**src/rtl/fetch_pc_unit.sv**
```systemverilog
// Instruction-fetch front end: program counter, single-outstanding imem read,
// one-entry instruction buffer with valid/ready hand-off and redirect handling.

module prefix_add16 (
  input  logic [15:0] a_i,
  input  logic [15:0] b_i,
  output logic [15:0] sum_o
);
  logic [15:0] g, p, gn, pn, carry;

  // Kogge-Stone: log2(16) levels of generate/propagate combining, cin = 0.
  always_comb begin
    g = a_i & b_i;
    p = a_i ^ b_i;
    gn = g;
    pn = p;
    for (int d = 1; d < 16; d = d * 2) begin
      gn = g;
      pn = p;
      for (int i = 0; i < 16; i++) begin
        if (i >= d) begin
          gn[i] = g[i] | (p[i] & g[i-d]);
          pn[i] = p[i] & p[i-d];
        end
      end
      g = gn;
      p = pn;
    end
    carry = {g[14:0], 1'b0};
    sum_o = a_i ^ b_i ^ carry;
  end
endmodule

module fetch_pc_unit #(
  parameter int          INSTR_W  = 16,
  parameter logic [15:0] RESET_PC = 16'h0000,
  parameter logic [15:0] PC_INC   = 16'd2
) (
  input  logic               clk,
  input  logic               rst,
  output logic               imem_req,
  output logic [15:0]        imem_addr,
  input  logic               imem_rvalid,
  input  logic [INSTR_W-1:0] imem_rdata,
  input  logic               redirect_valid,
  input  logic [15:0]        redirect_target,
  output logic               out_valid,
  input  logic               out_ready,
  output logic [INSTR_W-1:0] out_instr,
  output logic [15:0]        out_pc
);
  typedef enum logic [1:0] {S_IDLE, S_WAIT, S_HOLD} state_e;

  state_e             state_q, state_d;
  logic [15:0]        pc_q, pc_d, pc_inc;
  logic               drop_q, drop_d;
  logic               valid_q, valid_d;
  logic [INSTR_W-1:0] instr_q, instr_d;
  logic [15:0]        opc_q, opc_d;

  prefix_add16 u_pc_inc (.a_i(pc_q), .b_i(PC_INC), .sum_o(pc_inc));

  assign imem_addr = pc_q;
  assign out_valid = valid_q & ~redirect_valid;
  assign out_instr = instr_q;
  assign out_pc    = opc_q;

  always_comb begin
    state_d  = state_q;
    pc_d     = pc_q;
    drop_d   = drop_q;
    valid_d  = valid_q;
    instr_d  = instr_q;
    opc_d    = opc_q;
    imem_req = 1'b0;
    if (redirect_valid) begin
      pc_d    = redirect_target;
      valid_d = 1'b0;
      case (state_q)
        S_WAIT: begin
          // An in-flight read must still be absorbed before a new one issues.
          if (imem_rvalid) begin
            drop_d  = 1'b0;
            state_d = S_IDLE;
          end else begin
            drop_d = 1'b1;
          end
        end
        default: state_d = S_IDLE;
      endcase
    end else begin
      case (state_q)
        S_IDLE: begin
          imem_req = 1'b1;
          state_d  = S_WAIT;
        end
        S_WAIT: begin
          if (imem_rvalid) begin
            if (drop_q) begin
              drop_d  = 1'b0;
              state_d = S_IDLE;
            end else begin
              instr_d = imem_rdata;
              opc_d   = pc_q;
              valid_d = 1'b1;
              pc_d    = pc_inc;
              state_d = S_HOLD;
            end
          end
        end
        S_HOLD: begin
          if (out_ready) begin
            valid_d  = 1'b0;
            imem_req = 1'b1;
            state_d  = S_WAIT;
          end
        end
        default: state_d = S_IDLE;
      endcase
    end
    if (rst) imem_req = 1'b0;
  end

  always_ff @(posedge clk) begin
    if (rst) begin
      state_q <= S_IDLE;
      pc_q    <= RESET_PC;
      drop_q  <= 1'b0;
      valid_q <= 1'b0;
      instr_q <= '0;
      opc_q   <= '0;
    end else begin
      state_q <= state_d;
      pc_q    <= pc_d;
      drop_q  <= drop_d;
      valid_q <= valid_d;
      instr_q <= instr_d;
      opc_q   <= opc_d;
    end
  end
endmodule

```
**config.mk**
```make
export PLATFORM = sky130hd
export DESIGN_NAME = fetch_pc_unit
export DESIGN_NICKNAME = d
export VERILOG_FILES = /design/src/rtl/fetch_pc_unit.sv
export SDC_FILE = /design/constraint.sdc
export NUM_CORES = 1
export LEC_CHECK = 0
export BUFFER_PORTS_ARGS = -buffer_cell sky130_fd_sc_hd__buf_2
export CAP_MARGIN = 25
export CORE_ASPECT_RATIO = 2
export CORE_MARGIN = 4
export CORE_UTILIZATION = 47
export DETAILED_ROUTE_END_ITERATION = 8
export PLACE_DENSITY = 0.78
export SLEW_MARGIN = 20
export SYNTH_ARGS = -nofsm -noshare
export SYNTH_HDL_FRONTEND = slang
export SYNTH_SLANG_ARGS = --single-unit
```
**constraint.sdc**
```tcl
create_clock -name clk -period 2.48 [get_ports clk]
set_input_delay 0.496 -clock clk [delete_from_list [all_inputs] [get_ports clk]]
set_output_delay 0.496 -clock clk [all_outputs]
set_load 0.05 [all_outputs]
```
==> qor.yml <==
clocking:
  cts.sinks: 52
  ctsResizeCount: 0
  path_clk_slew_ps: 90
  cts.path.max_buffers: 2
  htreeDepth: 2
  cts_hold_buf: 0
  cts_tree: "done"
  cts_root_buf: "clkbuf_8"
  cts_setup_buffers: 0
  clk_latency_ps: 300
  cts_inserted_buffers: 5
outcome:
  status: "complete, no violations"
worst_setup_path:
  r2r.worst_path.cells: 4
  path_max_fanout: 7
  arrival_ps: 2250
  cp_data_required_time_ps: 2700
  worst-setup-path-type: "reg -> reg"
  cp-start-kind: "flop"
  end_kind: "flop"
timing:
  fin_worst_skew_ps: 4.73
  tightest_slew_ps: 537
  rsz0062_at_grt: "false"
  finalCritPeriodShare_pct: 81.7
  max_freq_ghz: 0.494
  layout_min_cycle_time_ps: 2030
  relSlewSlack_pct: 64.2
  hold_viol: 0
  tns_ps: 0
  slew_viol_final: 0
  setup_viol: 0
global_route:
  grt_max_degree: 53
  grt_pass1_vias: 2079
  antenna_found_initial: 0
  grt_usage_pct: 19.8
  grt_pass1_wl_mm: 9.03
  overflow: 0
detailed_routing:
  remaining_drc_errors: 0
  vias: 2076
  finalWirelength_mm: 5.41
  antenna_left: 0
  drt_pass1_iterations: 4
  viasPerCell: 5.14
  wl_per_cell_um: 13.4
  drtIter0Drc: 35
yosys:
  synth_top_area_share_pct: 49.3
  synth_ff_type: "dfxtp_1"
  synth_area_sq_um: 2110
  syn-instance-count: 266
  synth-seq-cells: 52
  ys_warn_count: 0
  ys_seq_area_share_pct: 49.3
  synthesis.nets: 304
  async_flop_share_pct: 0
  synth.area.top_cells: "dfxtp_1, nand2_1, a21oi_1"
  ys_types: 29
  synth_area_per_cell_sq_um: 7.93
  yosys.area.top_type: "dfxtp_1"
  synth_edf_count: 0
job:
  cap_violations: 0
place:
  place_congestion: 0.796
  portBuffers: 86
  dp_hpwl_mm: 4.07
floorplan:
  die_x_um: 55.4
  dieArea_sq_um: 5690
  die_y_um: 103
  coreArea_sq_um: 4340
  initial_core_util_pct: 48.6
  num_rows: 34
  io_pins: 87
power:
  power_density_nw_per_um2: 648
  swShare_pct: 28.8
  p_clk_share_pct: 32.5
  p_comb_share_pct: 16.2
  leakage_nw: 1.16
  seqPwrFrac_pct: 51.3
  vdd_drop_max_mv: 0.494
  p_total_mw: 1.76
  internal_power_mw: 1.25
  p_sw_uw: 506
finish:
  drive_gt1_share_pct: 30.0
  final_nets: 387
  n_antenna_cell: 0
  area_growth_pct: 28.5
hold_path:
  hold_depth: 2
  hold_class: "in -> reg"
final cells by class:
class / count / area [sq um]
clock buffers: 6 / 72.6
clock inverters: 2 / 35.0
fillers: 441 / 1630
inverters: 5 / 18.8
multi-input cells: 191 / 986
flip-flops and latches: 52 / 1040
well taps: 54 / 67.6
repair buffers: 94 / 490
cells in the mapped netlist, drive strengths merged, types with 3 or more instances:
master,count
clkbuf,16
xor2,3
a211oi,8
nor2,18
o21ai,5
nand3,6
a311oi,8
a21oi,36
nor2b,3
or3,5
nor3,5
inv,5
dfxtp,52
nand2,75
xnor2,4
routing by layer:
metal | routed length [um] | track usage, % | up-vias
met5 | 0 | 0 | -
met3 | 271 | 4.01 | 10
met2 | 2920 | 37.7 | 64
li1 | - | - | 1072
met1 | 2100 | 20.4 | 930
met4 | 127 | 9.36 | 0
power groups by stage:
stage,Combinational (mW),Sequential (mW),Clock (mW)
finish,0.285,0.901,0.571
global route,0.310,0.908,0.619
CTS,0.288,0.901,0.586
detailed placement,0.288,0.921,0
global placement,0.284,0.919,0
floorplan,0.0993,1.02,0
sequential cells by signal (all words and copies together) (netlist names):
register,cells
imem_addr,16
out_instr,16
out_pc,16
state_q,2
drop_q,1
valid_q,1
cell usage in the layout, fill, tap and decap left out, types with 2 or more instances in the layout:
master	n
a311oi_1	8
nand3_1	6
a211oi_1	8
nor2_1	17
clkbuf_8	5
nand2_1	75
xnor2_1	4
nor2b_1	3
buf_2	86
a21o_1	2
xor2_1	3
dfxtp_1	52
buf_4	8
or3_1	5
a21oi_1	36
nand4_1	2
inv_1	5
o21ai_0	5
nor3_1	5
worst max-delay path: stages, from the launching register on:
cell and delay (ps):
dfxtp_1 360, nand4bb_1 300, or4_1 680, or3_1 390, a311oi_1 230
path summary, 6_finish.rpt:
path                              start  slack (ps)                         end
max reg2reg     state_q[1]$_SDFFE_PP0P_         450  imem_addr[15]$_SDFFE_PP0P_
min                         imem_rvalid         420         drop_q$_SDFFE_PP0P_
max             state_q[1]$_SDFFE_PP0P_         450  imem_addr[15]$_SDFFE_PP0P_
min reg2reg  out_instr[15]$_SDFFE_PP0P_         450  out_instr[15]$_SDFFE_PP0P_
stage by stage:
stage / setup WS (ps) / instances / hold WS (ps) / util [%] / instance area, sq um
floorplan: 256 / 266 / 487 / - / 2120
global placement: 288 / 396 / 439 / 60.0 / 2600
detailed placement: 266 / 396 / 444 / 60.0 / 2600
CTS: 428 / 404 / 403 / 62.5 / 2710
global route: 261 / 404 / 405 / 62.5 / 2710
finish: 454 / 404 / 415 / 62.5 / 2710
logic make-up (layout without fill, tap and decap cells):
family,Yosys count,after routing,share of synthesized area [%]
XOR/XNOR,7,7,2.91
multiplexers,1,1,0.475
AO/OA/AOI/OAI,60,60,16.9
adder cells (fa/ha/maj),1,1,0.593
flip-flops,52,52,49.3
buffers and inverters,23,107,4.33
AND/OR/NAND/NOR,122,122,25.4
Power figures use the tool's default switching activity.
